[config.mk]
export PLATFORM = sky130hd
export DESIGN_NAME = fetch
export DESIGN_NICKNAME = d
export VERILOG_FILES = /design/src/rtl/cpu_pkg.sv /design/src/rtl/fetch_fifo.sv /design/src/rtl/fetch.sv
export SDC_FILE = /design/constraint.sdc
export NUM_CORES = 1
export LEC_CHECK = 0
export ABC_AREA = 1
export CORE_ASPECT_RATIO = 0.5
export CORE_UTILIZATION = 60
export CTS_CLUSTER_SIZE = 10
export DETAILED_ROUTE_END_ITERATION = 8
export PLACE_DENSITY = 0.91
export SYNTH_ARGS = -nofsm -noshare
export SYNTH_HDL_FRONTEND = slang
export SYNTH_SLANG_ARGS = --single-unit
[constraint.sdc]
create_clock -name clk -period 4.6 [get_ports clk]
set_input_delay 0.92 -clock clk [delete_from_list [all_inputs] [get_ports clk]]
set_output_delay 0.92 -clock clk [all_outputs]
set_load 0.05 [all_outputs]
[src/rtl/cpu_pkg.sv]
// Shared CPU definitions: word width, default reset PC, fetch FSM encoding
// and a small PC-increment helper used by the fetch path.
package cpu_pkg;

  localparam int WORD_W = 16;
  localparam int ENTRY_W = 2 * WORD_W;
  localparam logic [WORD_W-1:0] RESET_PC_DEFAULT = 16'h0000;

  typedef enum logic [1:0] {
    S_FETCH   = 2'd0,
    S_WAIT    = 2'd1,
    S_DISCARD = 2'd2
  } fetch_state_t;

  // Word-addressed sequential successor, wrapping at the top of memory.
  function automatic logic [WORD_W-1:0] pc_incr(input logic [WORD_W-1:0] pc);
    return pc + {{(WORD_W-1){1'b0}}, 1'b1};
  endfunction

endpackage

[src/rtl/fetch_fifo.sv]
// Prefetch queue for the fetch stage: synchronous FIFO with push, pop,
// flush and occupancy count. Entries are {instruction, address}.
// Storage is sized for the largest legal depth (4); DEPTH selects how many
// entries are actually used.
module fetch_fifo
  import cpu_pkg::*;
#(
  parameter int DEPTH = 2,
  parameter int WIDTH = ENTRY_W
) (
  input  logic             clk,
  input  logic             rst,
  input  logic             push,
  input  logic             pop,
  input  logic             flush,
  input  logic [WIDTH-1:0] wr_data,
  output logic [WIDTH-1:0] rd_data,
  output logic [2:0]       count
);

  localparam logic [1:0] LAST = 2'(DEPTH - 1);
  localparam logic [2:0] CAP  = 3'(DEPTH);

  logic [WIDTH-1:0] mem [0:3];
  logic [1:0]       wr_ptr;
  logic [1:0]       rd_ptr;
  logic             do_push;
  logic             do_pop;

  function automatic logic [1:0] wrap_inc(input logic [1:0] p);
    return (p == LAST) ? 2'd0 : p + 2'd1;
  endfunction

  // Qualify requests: never pop when empty, never push into a full queue
  // unless an entry leaves in the same cycle.
  always_comb begin
    do_pop  = pop && (count != 3'd0);
    do_push = push && ((count != CAP) || do_pop);
  end

  // Pointer and occupancy bookkeeping; flush empties the queue at once.
  always_ff @(posedge clk) begin
    if (rst || flush) begin
      wr_ptr <= 2'd0;
      rd_ptr <= 2'd0;
      count  <= 3'd0;
    end else begin
      if (do_push) wr_ptr <= wrap_inc(wr_ptr);
      if (do_pop)  rd_ptr <= wrap_inc(rd_ptr);
      case ({do_push, do_pop})
        2'b10:   count <= count + 3'd1;
        2'b01:   count <= count - 3'd1;
        default: count <= count;
      endcase
    end
  end

  // Entry storage; contents need no reset because count gates visibility.
  always_ff @(posedge clk) begin
    if (!rst && !flush && do_push) mem[wr_ptr] <= wr_data;
  end

  assign rd_data = mem[rd_ptr];

endmodule

[src/rtl/fetch.sv]
// Instruction fetch stage: issues word-addressed reads to instruction
// memory (one outstanding at a time), queues responses in fetch_fifo and
// presents the head entry to decode. Branch redirects flush the queue and
// drop any response still in flight.
// Optional feature macro FETCH_BYPASS_EN: when the queue is empty a
// response arriving in WAIT is forwarded to decode in the same cycle.
module fetch
  import cpu_pkg::*;
#(
  parameter logic [WORD_W-1:0] RESET_PC   = RESET_PC_DEFAULT,
  parameter int                FIFO_DEPTH = 2
) (
  input  logic              clk,
  input  logic              rst,
  input  logic              Stall,
  input  logic              Branch,
  input  logic [WORD_W-1:0] CalculatedPC,
  output logic              IMemReq,
  output logic [WORD_W-1:0] IMemAddr,
  input  logic              IMemValid,
  input  logic [WORD_W-1:0] IMemData,
  output logic [WORD_W-1:0] InstructOut,
  output logic [WORD_W-1:0] NextPCOut,
  output logic              InstructValid
);

  localparam logic [2:0] CAP = 3'(FIFO_DEPTH);

  fetch_state_t       state;
  fetch_state_t       next_state;
  logic [WORD_W-1:0]  pc;
  logic [WORD_W-1:0]  req_addr;
  logic               resp_accept;
  logic               bypass;
  logic               fifo_push;
  logic               fifo_pop;
  logic [ENTRY_W-1:0] fifo_rd;
  logic [2:0]         fifo_count;
  logic               head_valid;
  logic               room;

  assign head_valid = (fifo_count != 3'd0);
  assign room       = (fifo_count < CAP);
  assign IMemAddr   = pc;

  // FSM state register.
  always_ff @(posedge clk) begin
    if (rst) state <= S_FETCH;
    else     state <= next_state;
  end

  // Next-state logic, request issue and response acceptance; a branch
  // suppresses issue and turns any in-flight response into a drop.
  always_comb begin
    next_state  = state;
    IMemReq     = 1'b0;
    resp_accept = 1'b0;
    case (state)
      S_FETCH: begin
        if (!rst && !Branch && room) begin
          IMemReq    = 1'b1;
          next_state = S_WAIT;
        end
      end
      S_WAIT: begin
        if (IMemValid) begin
          resp_accept = !Branch && !rst;
          next_state  = S_FETCH;
        end else if (Branch) begin
          next_state = S_DISCARD;
        end
      end
      S_DISCARD: begin
        if (IMemValid) next_state = S_FETCH;
      end
      default: next_state = S_FETCH;
    endcase
  end

  // PC and outstanding-request address; redirect wins over sequential issue.
  always_ff @(posedge clk) begin
    if (rst) begin
      pc       <= RESET_PC;
      req_addr <= RESET_PC;
    end else if (Branch) begin
      pc <= CalculatedPC;
    end else if (IMemReq) begin
      req_addr <= pc;
      pc       <= pc_incr(pc);
    end
  end

`ifdef FETCH_BYPASS_EN
  assign bypass    = resp_accept && !head_valid;
  assign fifo_push = resp_accept && (!bypass || Stall);
`else
  assign bypass    = 1'b0;
  assign fifo_push = resp_accept;
`endif

  assign fifo_pop = head_valid && !Stall && !Branch;

  fetch_fifo #(
    .DEPTH(FIFO_DEPTH),
    .WIDTH(ENTRY_W)
  ) u_fifo (
    .clk    (clk),
    .rst    (rst),
    .push   (fifo_push),
    .pop    (fifo_pop),
    .flush  (Branch),
    .wr_data({IMemData, req_addr}),
    .rd_data(fifo_rd),
    .count  (fifo_count)
  );

  // Decode-facing outputs: bypassed word, else queue head, else all zero.
  always_comb begin
    InstructValid = 1'b0;
    InstructOut   = '0;
    NextPCOut     = '0;
    if (bypass) begin
      InstructValid = 1'b1;
      InstructOut   = IMemData;
      NextPCOut     = pc_incr(req_addr);
    end else if (head_valid) begin
      InstructValid = 1'b1;
      InstructOut   = fifo_rd[ENTRY_W-1:WORD_W];
      NextPCOut     = pc_incr(fifo_rd[WORD_W-1:0]);
    end
  end

endmodule

# Word-level counts from Yosys, hierarchy flattened
# Memories as Yosys holds them, arrays and structs flattened. A register that Yosys moved wholly into a read port is not among the register bits.
# Index checks and enable logic that the tools add are counted.
[op_classes]
n_addsub = 6
mul = 0
div_mod_pow = 0
n_lt_le_gt_ge = 1
eq_ne = 10
n_shift = 0
n_mux = 21
n_bitwise = 1
n_reduce_logical = 18
[ops]
columns = ["operator", "count"]
rows = [
  ["16-bit two-way mux", 4],
  ["16-bit by 1-bit adder with 16-bit output (second input constant)", 2],
  ["2-bit two-way mux", 8],
  ["2-bit by 1-bit equality test with 1-bit output (second input constant)", 4],
  ["1-bit logical AND", 7],
  ["1-bit two-way mux", 7],
  ["2-bit one-hot mux with 3 select lines", 1],
  ["3-bit one-hot mux with 2 select lines", 1],
  ["2-bit by 1-bit adder with 2-bit output (second input constant)", 2],
  ["2-bit equality test (second input constant)", 2],
  ["2-bit != test (second input constant)", 2],
  ["2-bit nonzero test", 2],
  ["3-bit by 1-bit adder with 3-bit output (second input constant)", 1],
  ["1-bit logical NOT", 3],
  ["3-bit by 2-bit < comparator with 1-bit output (second input constant)", 1],
  ["3-bit by 2-bit != test with 1-bit output (second input constant)", 1],
  ["3-bit != test (second input constant)", 1],
  ["3-bit AND reduction", 1],
  ["3-bit nonzero test", 1],
  ["3-bit by 1-bit subtractor with 3-bit output (second input constant)", 1],
  ["2-bit logical NOT", 1],
  ["1-bit logical OR", 2],
  ["2-bit AND reduction", 1],
  ["1-bit inverter", 1],
]
[word_totals]
regBits = 41
latchBits = 0
mem_bits_rw = 128
romBits = 0
in_bits = 37
output_inout_bits = 50
elab_cells = 64
mem_count = 1
[mem_list]
columns = ["memory", "words", "width", "read_ports", "rd_ports_with_merged_regs", "write_ports", "line", "text"]
rows = [
  ["u_fifo.mem", 4, 32, 1, 1, 1, "fetch_fifo.sv:24", "logic [WIDTH-1:0] mem [0:3];"],
]

# Longest topological paths before layout
[depth]
depth_word = 9
mapped_depth = 13
ltp_nobuf = 12

# Hierarchy
# A second synthesis with hierarchy kept.
[hier_totals]
hier_cells = 740
hier_area_um2 = 7402.1
[modules_own_cells]
columns = ["module", "instances", "cells_per_inst", "area_per_inst_um2", "seq_area_each_um2"]
rows = [
  ["fetch_fifo", 1, 364, 5122.4, 4023.9],
  ["fetch", 1, 376, 2279.7, 680.7],
]

# Worst setup path before layout
# Ideal clock, no wire load.
[synth_timing]
kind = "input-to-reg"
startpoint = "input port rst"
endpoint = "memory u_fifo.mem[1][0] in the netlist's numbering (enable)"
t_arrival_ps = 2903
required_time_ps = 4179
setup_slack_ps = 1276
path_stages = 7
path_cell_list = "nor2_4 nand3_1 inv_1 o21ai_0 inv_1 nand2_1 nor2_1"
[synth_via]
elab_chain_cells = 8
[synth_rtl]
columns = ["element", "line", "text"]
rows = [
  ["from (decl)", "fetch.sv:14", "input logic rst,"],
  ["1-bit logical NOT (*)", "fetch_fifo.sv:60, fetch.sv:67", ""],
  ["1-bit logical AND (*)", "fetch_fifo.sv:60, fetch.sv:67", ""],
  ["1-bit two-way mux", "fetch.sv:66", "if (IMemValid) begin"],
  ["1-bit two-way mux", "fetch.sv:58", "case (state)"],
  ["1-bit logical AND", "fetch_fifo.sv:38", "do_push = push && ((count != CAP) || do_pop);"],
  ["1-bit logical AND (*)", "fetch_fifo.sv:60", "if (!rst && !flush && do_push) mem[wr_ptr] <= wr_data;"],
  ["1-bit two-way mux (*)", "fetch_fifo.sv:60", ""],
  ["1-bit two-way mux (not written as such) (*)", "fetch_fifo.sv:60", ""],
  ["to (decl)", "fetch_fifo.sv:24", ""],
]
# Every way passes the cells marked *; elsewhere a longest branch is shown, timed or not.

==> impl_metrics.env <==
export IMPL_whs_ns=0.4510
export IMPL_internal_power_mw=2.468
export IMPL_worstPathCellList="buf_4 -> nand2_1 -> nand2_1 -> nand2_1 -> nand2_1 -> nand3_2 -> a21oi_1 -> clkdlybuf4s50_1"
export IMPL_core_mm2=0.01198
export IMPL_ys_top_cells_by_count="nand2_1, edfxtp_1, nor2_1"
export IMPL_status="finished, final reports clean"
export IMPL_synthCells=796
export IMPL_final_setup_tns_ns=0
export IMPL_slowest_stage="clkdlybuf4s50_1"
export IMPL_cap_violations=0
export IMPL_antenna_found_initial=0
export IMPL_finalCriticalPeriod_ns=4.116
export IMPL_start_kind="register"
export IMPL_pwr_density_cell_mw_per_mm2=359.5
export IMPL_vdd_drop_max_mv=0.2259
export IMPL_worstPathArrival_ns=3.20
export IMPL_finClkSkew_ns=0.01068
export IMPL_start_util_pct=62.58
export IMPL_wl_met3_mm=1.435
export IMPL_end_kind="output pin"
export IMPL_pre_cts_ws_ns=0.9955
export IMPL_diodes=0
export IMPL_power_switching_mw=0.7869
export IMPL_gr_total_overflow=0
export IMPL_yosys_warnings=0
export IMPL_clk_latency_ns=0.43
export IMPL_synthDistinctLibCells=33
export IMPL_drt_total_wl_mm=16.49
export IMPL_io_pins=87
export IMPL_clock_sinks=171
export IMPL_die_w_um=160.1
export IMPL_top_layer_used="met4"
export IMPL_synth_area_leader_cell="edfxtp_1"
export IMPL_h_tree_depth=4
export IMPL_layout_drive_gt1_share_pct=9.385
export IMPL_synth_main_ff_cell="edfxtp_1"
export IMPL_cts_hold_buf=0
export IMPL_slowest_delay_ns=0.83
export IMPL_vias=5767
export IMPL_synth_area_leaders="edfxtp_1, dfxtp_1, nand2_1, nor2_1, nand3_1"
export IMPL_hold_viol_final=0
export IMPL_layout_setup_ws_ns=0.4844
export IMPL_async_reset_ff_share_pct=0
export IMPL_synth_top_area_share_pct=51.26
export IMPL_slew_violations=0
export IMPL_numCtsBuffers=17
export IMPL_min_period_over_period_pct=89.47
export IMPL_slew_limit_headroom_pct=48.50
export IMPL_syn2layout_area_growth_pct=20.74
export IMPL_worstSetupPathType="register to output pin"
export IMPL_hpwl_mm=10.31
export IMPL_route_met2_wl_mm=7.986
export IMPL_cp_common_cell="nand2_1"
export IMPL_die_area_mm2=0.01298
export IMPL_grt_pass1_wl_mm=26.75
export IMPL_avgSynthCellArea_um2=9.420
export IMPL_portBuffers=86
export IMPL_cts_buffer_depth=2
export IMPL_wl_per_cell_um=15.56
export IMPL_fp_dieH_um=81.05
export IMPL_postCtsSetupRepairBufs=0
export IMPL_ys_ff_latch=171
export IMPL_grt_pass1_vias=5502
export IMPL_tightest_slew_ns=0.7655
export IMPL_cts_resized=0
export IMPL_cts_root_buf="clkbuf_16"
export IMPL_firstDrtPassIters=5
export IMPL_cp_max_fo=41
export IMPL_clkPwrFrac_pct=42.2
export IMPL_synth_edff_count=128
export IMPL_cts_tree="done"
export IMPL_ant_nets=0
export IMPL_rsz0062_at_grt="no"
export IMPL_fillers=789
export IMPL_swShare_pct=24.18
export IMPL_setup_violations=0
export IMPL_max_freq_mhz=243.0
export IMPL_p_leak_nw=3.471
export IMPL_clk_pin_slew_ns=0.07
export IMPL_wl_met1_mm=6.836
export IMPL_routed_via_density=5.441
export IMPL_post_route_drc_count=0
export IMPL_grt_usage_pct=27.25
export IMPL_required_ns=3.68
export IMPL_synthesis_area_mm2=0.007498
export IMPL_p_comb_share_pct=5.6
export IMPL_drt_iter0_drc=567
export IMPL_nets=922
export IMPL_syn_nets=836
export IMPL_grt_max_degree=42
export IMPL_synth_seq_area_share_pct=62.74
export IMPL_num_rows=28
export IMPL_min_path_type="register to register"
export IMPL_gp_congestion=0.9914
export IMPL_synth_most_common_cell="nand2_1"
export IMPL_pwr_share_seq_pct=52.1
-- path summary, 6_finish.rpt --
kind | from | endpoint | slack (ns) | depth (start not counted)
max reg2reg | u_fifo.count[1] | u_fifo.count[2] | 2.55 | 9
min | u_fifo.rd_ptr[1] | u_fifo.rd_ptr[1] | 0.45 | 2
min reg2reg | u_fifo.rd_ptr[1] | u_fifo.rd_ptr[1] | 0.45 | 2
max | register | NextPCOut[3] | 0.48 | 8
-- worst max-delay path, delay by kind of cell (launching register included) --
kind,cells,cell delay (ns)
simple gates,5,0.62
flops,1,0.63
compound gates,1,0.21
buf+inv,2,1.30
-- layout make-up --
class | instances | area, um2 | area share [%]
tap | 165 | 206.4 | 2.280
sequential | 171 | 4706 | 51.98
timing repair buffer | 98 | 928.4 | 10.25
clock inverter | 15 | 151.4 | 1.672
inverter | 63 | 236.5 | 2.612
clock buffer | 17 | 425.4 | 4.699
multi-input combinational | 531 | 2400 | 26.51
-- registers in the layout, indices dropped and copies added (netlist names), named ones only --
signal	cells
u_fifo.wr_ptr	2
req_addr	16
IMemAddr	16
state	2
u_fifo.mem	128
u_fifo.rd_ptr	2
u_fifo.count	3
-- power by group through the flow --
stage	sequential, mW	clock, mW	combinational, mW
after global placement	1.73	0	0.177
after detailed placement	1.73	0	0.181
final	1.70	1.37	0.184
after global routing	1.70	1.45	0.199
after CTS	1.70	1.39	0.183
after floorplan	1.75	0	0.0711
-- cell usage in the layout (no fill, tap or decap), drive strengths merged --
master,netlist,final
a21oi,46,46
a22oi,2,2
a31oi,3,3
a32oi,1,1
buf,20,26
clkbuf,11,17
clkdlybuf4s50,0,72
clkinv,1,5
clkinvlp,0,2
dfxtp,43,43
edfxtp,128,128
fa,1,1
ha,2,2
inv,62,71
nand2,194,194
nand3,61,61
nand3b,3,3
nand4,2,2
nor2,138,138
nor3,6,6
nor4,2,2
o21a,2,2
o21ai,59,59
o21bai,1,1
or2,2,2
xor2,6,6
-- stage by stage --
step           instance area [um2]  util (%)  cells  total power [mW]
2_1_floorplan                 7498         -    796             1.826
3_3_place_gp                  8477     70.75   1028             1.906
3_5_place_dp                  8477     70.75   1028             1.912
4_1_cts                       9054     75.56   1060             3.269
5_1_grt                       9054     75.56   1060             3.345
6_report                      9054     75.56   1060             3.255
-- metal layers --
metal  vias up  global-route usage (%)
met3        27                   5.414
li1       2830                       -
met4         0                   11.14
met2       290                   46.96
met1      2620                   34.61
met5         -                       0
-- cells by family (layout without fill, tap and decap cells) --
logic type | count (synthesis) | after routing | synth area share [%]
and+or+nand+nor | 408 | 408 | 22.69
DFF | 171 | 171 | 62.74
AOI/OAI and AO/OA | 114 | 114 | 7.876
buffers and inverters | 94 | 193 | 5.390
xor gates and xnor gates | 6 | 6 | 0.7008
adders and majority gates | 3 | 3 | 0.6007
Power figures use the tool's default switching activity.
